**config.mk**
```make
export PLATFORM = sky130hd
export DESIGN_NAME = next_pc_gen
export DESIGN_NICKNAME = d
export VERILOG_FILES = /design/src/rtl/next_pc_gen.sv
export SDC_FILE = /design/constraint.sdc
export NUM_CORES = 1
export LEC_CHECK = 0
export ABC_AREA = 1
export BUFFER_PORTS_ARGS = -buffer_cell sky130_fd_sc_hd__buf_2
export CAP_MARGIN = 20
export CORE_UTILIZATION = 40
export DETAILED_ROUTE_END_ITERATION = 16
export GPL_TIMING_DRIVEN = 0
export SYNTH_ARGS = -nofsm -noshare
export SYNTH_HDL_FRONTEND = slang
export SYNTH_SLANG_ARGS = --single-unit
```
**constraint.sdc**
```tcl
create_clock -name clk -period 3.6 [get_ports clk]
set_input_delay 0.54 -clock clk [delete_from_list [all_inputs] [get_ports clk]]
set_output_delay 0.54 -clock clk [all_outputs]
set_load 0.005 [all_outputs]
```
**src/rtl/next_pc_gen.sv**
```systemverilog
// Next-PC generator: selects the next fetch PC, tags delay slots and tracks unresolved branches in order.
// Optional static prediction of J/JAL and backward conditional branches is enabled by `STATIC_PREDICT_EN.
module next_pc_gen #(
    parameter int                    DATA_WIDTH      = 32,
    parameter int                    BRANCH_ID_BIT   = 6,
    parameter int                    MAX_OUTSTANDING = 4,
    parameter logic [DATA_WIDTH-1:0] EXC_ENTRY       = 32'hBFC00380
) (
    input  logic                     clk,
    input  logic                     rst_n,
    input  logic [DATA_WIDTH-1:0]    instr_i,
    input  logic [DATA_WIDTH-1:0]    pc_i,
    input  logic                     inst_valid_i,
    input  logic                     nextu_ready_i,
    output logic                     stall_o,
    input  logic                     br_valid_i,
    input  logic                     br_exception_i,
    input  logic                     br_taken_i,
    input  logic [DATA_WIDTH-1:0]    br_target_i,
    output logic                     br_ready_o,
    output logic                     redirect_o,
    output logic [DATA_WIDTH-1:0]    next_pc_o,
    output logic                     isdelayslot_o,
    output logic [BRANCH_ID_BIT-1:0] branch_id_o
);

    localparam int CW = $clog2(MAX_OUTSTANDING + 1);

    typedef enum logic {S_NORM, S_DSLOT} state_t;

    typedef struct packed {
        logic                  pred;
        logic [DATA_WIDTH-1:0] pc8;
        logic [DATA_WIDTH-1:0] tgt;
    } entry_t;

    state_t                   state_q, state_d;
    logic [BRANCH_ID_BIT-1:0] id_q;
    logic [CW-1:0]            count_q;
    logic [CW-1:0]            wr_idx;
    entry_t                   q [MAX_OUTSTANDING];
    entry_t                   head, tail, new_entry;

    logic [5:0]               opcode, funct;
    logic [4:0]               rt;
    logic                     is_cond, is_jump, is_jreg, is_branch;
    logic                     new_pred;
    logic [DATA_WIDTH-1:0]    pc4, pc8, imm_ext, pred_tgt;
    logic                     fire, pop, push, mispredict, redirect;

    // MIPS32 branch/jump decode
    assign opcode = instr_i[31:26];
    assign rt     = instr_i[20:16];
    assign funct  = instr_i[5:0];

    always_comb begin
        is_cond = 1'b0;
        is_jump = 1'b0;
        is_jreg = 1'b0;
        case (opcode)
            6'b000100, 6'b000101, 6'b000110, 6'b000111: is_cond = 1'b1;
            6'b000001: is_cond = (rt == 5'b00000) | (rt == 5'b00001) |
                                 (rt == 5'b10000) | (rt == 5'b10001);
            6'b000010, 6'b000011: is_jump = 1'b1;
            6'b000000: is_jreg = (funct == 6'b001000) | (funct == 6'b001001);
            default: ;
        endcase
    end

    // A branch sitting in a delay slot is not a branch for tracking purposes
    assign is_branch = (state_q == S_NORM) & (is_cond | is_jump | is_jreg);

    assign pc4      = pc_i + DATA_WIDTH'(4);
    assign pc8      = pc_i + DATA_WIDTH'(8);
    assign imm_ext  = {{(DATA_WIDTH-18){instr_i[15]}}, instr_i[15:0], 2'b00};
    assign pred_tgt = is_jump ? {pc4[DATA_WIDTH-1:28], instr_i[25:0], 2'b00} : pc4 + imm_ext;

`ifdef STATIC_PREDICT_EN
    assign new_pred = is_jump | (is_cond & instr_i[15]);
`else
    assign new_pred = 1'b0;
`endif

    assign new_entry = '{pred: new_pred, pc8: pc8, tgt: pred_tgt};

    assign head = q[0];

    // The branch owning the current delay slot is the youngest queued entry
    always_comb begin
        tail = q[0];
        for (int i = 1; i < MAX_OUTSTANDING; i++) begin
            if (count_q == CW'(i + 1)) tail = q[i];
        end
    end

    // Resolution is held off while the oldest branch still owes its delay slot
    assign pop = br_valid_i & (count_q != '0) & ~((state_q == S_DSLOT) & (count_q == CW'(1)));

    assign mispredict = br_exception_i
                      | (br_taken_i & (~head.pred | (br_target_i != head.tgt)))
                      | (~br_taken_i & head.pred);
    assign redirect   = pop & mispredict;

    assign stall_o = is_branch & inst_valid_i & (count_q == CW'(MAX_OUTSTANDING)) & ~pop;
    assign fire    = inst_valid_i & nextu_ready_i & ~stall_o;
    assign push    = fire & is_branch & ~redirect;
    assign wr_idx  = pop ? count_q - CW'(1) : count_q;

    always_comb begin
        next_pc_o = pc4;
        if (redirect) begin
            if (br_exception_i)  next_pc_o = EXC_ENTRY;
            else if (br_taken_i) next_pc_o = br_target_i;
            else                 next_pc_o = head.pc8;
        end else if ((state_q == S_DSLOT) & fire & tail.pred) begin
            next_pc_o = tail.tgt;
        end
    end

    always_comb begin
        state_d = state_q;
        case (state_q)
            S_NORM:  if (push) state_d = S_DSLOT;
            S_DSLOT: if (fire) state_d = S_NORM;
        endcase
        if (redirect) state_d = S_NORM;
    end

    always_ff @(posedge clk or negedge rst_n) begin
        if (!rst_n) begin
            state_q <= S_NORM;
            id_q    <= '0;
        end else begin
            state_q <= state_d;
            if ((state_q == S_DSLOT) & fire) id_q <= id_q + 1'b1;
        end
    end

    // Shift queue: entry 0 is always the oldest unresolved branch
    always_ff @(posedge clk or negedge rst_n) begin
        if (!rst_n) begin
            count_q <= '0;
            for (int i = 0; i < MAX_OUTSTANDING; i++) q[i] <= '0;
        end else if (redirect) begin
            count_q <= '0;
        end else begin
            if (pop) begin
                for (int i = 0; i < MAX_OUTSTANDING - 1; i++) q[i] <= q[i+1];
            end
            if (push) begin
                for (int i = 0; i < MAX_OUTSTANDING; i++) begin
                    if (wr_idx == CW'(i)) q[i] <= new_entry;
                end
            end
            count_q <= count_q + CW'(push) - CW'(pop);
        end
    end

    assign br_ready_o    = pop;
    assign redirect_o    = redirect;
    assign isdelayslot_o = (state_q == S_DSLOT);
    assign branch_id_o   = isdelayslot_o ? id_q : '0;

endmodule
```
# --- After elaboration in Yosys (flattened, before gate mapping) ---
# Index checks and enable logic that the tools add are counted.
# W data, S select, Z words.
word_totals:
  reg_bits: 269
  input_bits: 103
  elab_cells: 104
classes:
  n_addsub: 7
  eq_ne: 20
  mux: 24
  n_bitwise: 32
  reduce_logical: 7
ops:
  columns: ["op", "count"]
  rows:
  - ["$mux W65", 6]
  - ["$mux W260", 1]
  - ["$mux W195", 1]
  - ["$mux W32", 5]
  - ["$mux W64", 1]
  - ["$add A32 B3 Y32 const B", 1]
  - ["$add A32 B32 Y32", 1]
  - ["$add A32 B4 Y32 const B", 1]
  - ["$ne A32 B32 Y1", 1]
  - ["$eq A6 B3 Y1 const B", 4]
  - ["$and A1 B1 Y1", 16]
  - ["$eq A3 B2 Y1 const B", 4]
  - ["$eq A6 B2 Y1 const B", 2]
  - ["$eq A6 B4 Y1 const B", 2]
  - ["$eq A5 B5 Y1 const B", 2]
  - ["$or A1 B1 Y1", 9]
  - ["$not A1 Y1", 7]
  - ["$add A6 B1 Y6 const B", 1]
  - ["$eq A3 B1 Y1 const B", 2]
  - ["$eq A6 B1 Y1 const B", 1]
  - ["$logic_not A6 Y1", 1]
  - ["$mux W3", 2]
  - ["$mux W6", 1]
  - ["$eq A5 B1 Y1 const B", 1]
  - ["12 further kinds", 17]

# --- Longest topological paths before layout ---
logic_depth:
  word_depth: 18
  ltp_mapped: 27
  depth_no_buf: 27

# --- Least setup slack after synthesis ---
# No wires, ideal clock.
synth_timing:
  kind: "input to register"
  from: "input port pc_i[3]"
  to: "register q, in the netlist head[30]"
  setup_time_ns: 0.133
  t_arrival_ns: 3.243
  t_required_ns: 3.467
  setup_slack_ns: 0.224
  cell_stages: 21
  path_cell_list: "ha_1 > nand3_1 > inv_1 > nand2_1 > nor2_1 > nand3_1 > xor2_1 > o21ai_0 > inv_1 > ha_1 > a21o_1 > nor2_1 > nand2_1 > a21oi_1 > nand2_1 > nand2_1 > nand2_1 > o21ai_0 > inv_1 > nand2_1 > nand3_1"
synth_via:
  elab_chain_len: 5
synth_rtl:
  columns: ["item", "line_no", "rtl"]
  rows:
  - ["start, declared", "12", "input logic [DATA_WIDTH-1:0] pc_i,"]
  - ["$add A32 B3 Y32 *", "73", "assign pc4 = pc_i + DATA_WIDTH'(4);"]
  - ["$add A32 B32 Y32", "76", "assign pred_tgt = is_jump ? {pc4[DATA_WIDTH-1:28], instr_i[25:0], 2'b00} : pc4 + imm_ext;"]
  - ["$mux W32 *", "76", null]
  - ["$mux W65 *", "152", "if (wr_idx == CW'(i)) q[i] <= new_entry;"]
  - ["$mux W260 *", "150", "if (push) begin"]
  - ["end signal, assigned by index", "152", null]
  - ["end, declared", "41", "entry_t q [MAX_OUTSTANDING];"]
# Every way passes the cells marked *; elsewhere a longest branch is shown, timed or not.
# A chain may end at the register's enable or synchronous reset.

# --- Worst setup path after layout ---
layout_timing:
  from: "register count_q[1]"
  to: "output port next_pc_o[3]"
layout_via:
  elab_chain_len: 12
  elab_cells_between_ends: 22
  classes_between: "eq/ne (4); mux (5); bitwise (12); reduce/logical (1)"
layout_rtl:
  columns: ["item", "line_no", "rtl"]
  rows:
  - ["start, declared", "39", "logic [CW-1:0] count_q;"]
  - ["start signal, assigned", "155", "count_q <= count_q + CW'(push) - CW'(pop);"]
  - ["$eq A3 B1 Y1", "97", "assign pop = br_valid_i & (count_q != '0) & ~((state_q == S_DSLOT) & (count_q == CW'(1)));"]
  - ["$and A1 B1 Y1", "97", null]
  - ["$not A1 Y1", "97", null]
  - ["$and A1 B1 Y1", "97", null]
  - ["$not A1 Y1", "104", "assign stall_o = is_branch & inst_valid_i & (count_q == CW'(MAX_OUTSTANDING)) & ~pop;"]
  - ["$and A1 B1 Y1", "104", null]
  - ["$not A1 Y1", "105", "assign fire = inst_valid_i & nextu_ready_i & ~stall_o;"]
  - ["$and A1 B1 Y1", "105", null]
  - ["$and A1 B1 Y1 (2 in a row)", "115", "end else if ((state_q == S_DSLOT) & fire & tail.pred) begin"]
  - ["$mux W32", "115", null]
  - ["$mux W32 *", "111", "if (redirect) begin"]
  - ["end, declared", "22", "output logic [DATA_WIDTH-1:0] next_pc_o,"]
# Marks and branches as above.

==> impl_metrics.env <==
export IMPL_crit_path_frequent_cell="o21ai_0"
export IMPL_ys_seq_area_share_pct=32.2
export IMPL_clock_skew_ns=0.0301
export IMPL_final_util_pct=49.0
export IMPL_syn_inst=3239
export IMPL_clkSinkCount=269
export IMPL_fin_nets=3599
export IMPL_synth_edf_count=0
export IMPL_dr_pass1_iters=7
export IMPL_overflow=0
export IMPL_grt_pass1_wl_um=144000
export IMPL_io_pins=145
export IMPL_avgSynthCellArea_um2=6.46
export IMPL_violations="negative setup slack"
export IMPL_power_leakage_nw=13.1
export IMPL_hold_path_class="input pin to flop"
export IMPL_max_cap_violations=0
export IMPL_fin_crit_sh_pct=100
export IMPL_hpwl_um=76000
export IMPL_synth_ff_type="dfrtp_1"
export IMPL_root_buffer="clkbuf_16"
export IMPL_wl_um=99400
export IMPL_vdd_ir_drop_max_uv=352
export IMPL_via_per_inst=5.73
export IMPL_synth_top_area_cell="dfrtp_1"
export IMPL_worst_slew_pin_transition_ns=1.13
export IMPL_synth_area_leaders="dfrtp_1 32%, nand2_1 22%, o21ai_0 8.2%, inv_1 6.6%, nand3_1 3.9%"
export IMPL_critPathLaunchType="flop"
export IMPL_clkTransAtPathRegs_ns=0.05
export IMPL_htreeDepth=2
export IMPL_rows=83
export IMPL_max_slew_margin_rel_pct=25.0
export IMPL_path_class="flop to output pin"
export IMPL_die_area_um2=53200
export IMPL_crit_path_max_fanout=10
export IMPL_setup_ws_ns=-0.00264
export IMPL_max_stage_delay_ns=0.44
export IMPL_postPlaceCellArea_um2=22600
export IMPL_ys_seq_elements=269
export IMPL_coreArea_um2=51500
export IMPL_synth_top_area_share_pct=32.2
export IMPL_gp_congestion=1.06
export IMPL_antenna_found_initial=1
export IMPL_grt_max_degree=79
export IMPL_hold_viol_final=0
export IMPL_final_area_um2=25200
export IMPL_synth_async_reset_ratio_pct=100
export IMPL_status="finished, violations left"
export IMPL_cts_made_buffers=35
export IMPL_initial_core_util_pct=40.6
export IMPL_diodes=0
export IMPL_maxSlewViolCount=0
export IMPL_drc_errors=0
export IMPL_drive_above_1_share_pct=15.3
export IMPL_holdWs_ns=0.323
export IMPL_post_drt_wl_per_cell_um=23.9
export IMPL_area_growth_pct=20.6
export IMPL_insertion_delay_ns=0.58
export IMPL_die_x_um=231
export IMPL_grt_usage_pct=36.9
export IMPL_max_freq_mhz=278
export IMPL_arrival_ns=3.06
export IMPL_setup_violations=1
export IMPL_io_buffers=142
export IMPL_cts_tree="yes"
export IMPL_die_h_um=231
export IMPL_syn_area_um2=20900
export IMPL_synth_fp_nets=3383
export IMPL_vias=23836
export IMPL_power_density_nw_per_um2=714
export IMPL_ys_types=47
export IMPL_worstPathCellList="inv_1, ha_1, nand2_2, clkinvlp_4, buf_4, clkbuf_2, o21ai_0, o21ai_1, o21ai_0, buf_2"
export IMPL_drtIter0Drc=3096
export IMPL_cp_end_kind="output pin"
export IMPL_grt_pass1_vias=21702
export IMPL_ant_nets=0
export IMPL_dpl_worst_slack_ns=-1.86
export IMPL_synth_yosys_warnings=0
export IMPL_cp_slowest_cell="dfrtp_2"
export IMPL_rsz0062_at_grt="yes"
export IMPL_fin_crit_ns=3.60
export IMPL_ctsLongestPathBuffers=3
export IMPL_cp_required_ns=3.06
==> layout make-up <==
type | instances | area (um2)
buffer | 183 | 996
fill | 5415 | 26300
inverter | 376 | 1420
sequential | 269 | 6740
multi-input combinational | 2411 | 13000
clock inverter | 9 | 75.1
tap | 680 | 851
timing repair buffer | 179 | 1130
clock buffer | 53 | 1040
==> repair_timing <==
| action | CTS | global route |
|---|---|---|
| gates cloned | 0 | 1 |
| gates resized for setup | 182 | 153 |
| hold endpoints to repair | 45 | 0 |
| hold buffers | 1 | 0 |
| endpoints found under the setup margin | 173 | 123 |
| setup buffers | 12 | 19 |
| pin swaps | 7 | 30 |
==> cells in the mapped netlist (2+ instances only) <==
library cell,number
nand2_1,1219
inv_1,365
o21ai_0,344
dfrtp_1,269
nor2_1,166
nand3_1,162
clkbuf_1,123
o211ai_1,77
a21oi_1,64
mux2i_1,55
xor2_1,55
o211ai_2,40
ha_1,39
o22ai_1,38
buf_2,36
a211oi_1,21
nor3_1,20
nand4_1,19
buf_1,12
xnor2_1,12
a31oi_1,11
o21ai_1,11
or2_2,11
inv_2,8
buf_4,7
o21bai_1,6
o311ai_0,6
buf_6,5
o221ai_1,4
a21boi_0,3
and2_1,3
clkinv_1,3
nor2_2,3
nor4_1,3
o21a_1,3
a21o_1,2
fa_1,2
nand3_2,2
xor2_2,2
==> registers in the layout, indices dropped and copies added, names as in the netlist <==
name	count
count_q	3
head	65
q	194
id_q	6
isdelayslot_o	1
==> report_power, final <==
group | internal (mW) | switching (mW)
clock | 2.06 | 1.49
combinational | 3.07 | 6.15
sequential | 4.23 | 1.02
==> per-layer routing <==
metal	routed length [um]	vias up	GRT usage (%)
met4	6340	2	21.1
met3	12000	279	10.6
met1	41600	11289	51.1
met2	39400	1392	50.7
met5	68	-	0
li1	-	10874	-
==> final timing paths <==
path	from	end	slack (ns)	cells past startpoint
max	count_q[1]	next_pc_o[3]	-0.003	10
min	pc_i[3]	q[35]	0.32	2
max reg2reg	count_q[1]	q[30]	0.12	14
min reg2reg	head[33]	head[33]	0.48	2
max in group asynchronous	rst_n	head[6]	1.59	5
min in group asynchronous	rst_n	q[189]	0.48	2
==> worst max-delay path: cells and delay by family, from the launching register on <==
family,cells,cell delay [ns]
compound gates,3,0.64
flops,1,0.44
simple gates,1,0.28
fa+ha+maj,1,0.21
buf+inv,5,0.92
==> per-stage QoR <==
| stage | setup TNS, ns | cells | total power, mW |
|---|---|---|---|
| 3_5_place_dp | -170.69 | 4064 | 13.5 |
| 2_1_floorplan | 0 | 3239 | 10.5 |
| 5_1_grt | -0.0703 | 4160 | 19.0 |
| 3_3_place_gp | -1101.57 | 4061 | 13.4 |
| 6_report | -0.00264 | 4160 | 18.0 |
| 4_1_cts | 0 | 4139 | 17.3 |
==> kinds of logic (layout without fill, tap and decap cells) <==
group | count (synthesis) | in the layout | share of synthesized area [%]
simple gates | 1614 | 1614 | 30.7
compound gates | 632 | 632 | 18.4
buf+inv | 559 | 800 | 10.6
flops | 269 | 269 | 32.2
xor+xnor | 69 | 69 | 2.96
mux | 55 | 55 | 2.63
fa+ha+maj | 41 | 41 | 2.52
==> layout by cell type (no fill, tap or decap), types with 39 or more instances in the layout <==
master	n
inv_1	354
nand3_1	154
buf_2	174
dfrtp_1	264
mux2i_1	55
clkbuf_16	39
nor2_1	146
a21oi_1	61
clkbuf_1	95
o21ai_0	320
o211ai_2	40
o211ai_1	77
nand2_1	1202
xor2_1	40
Power figures use the tool's default switching activity.
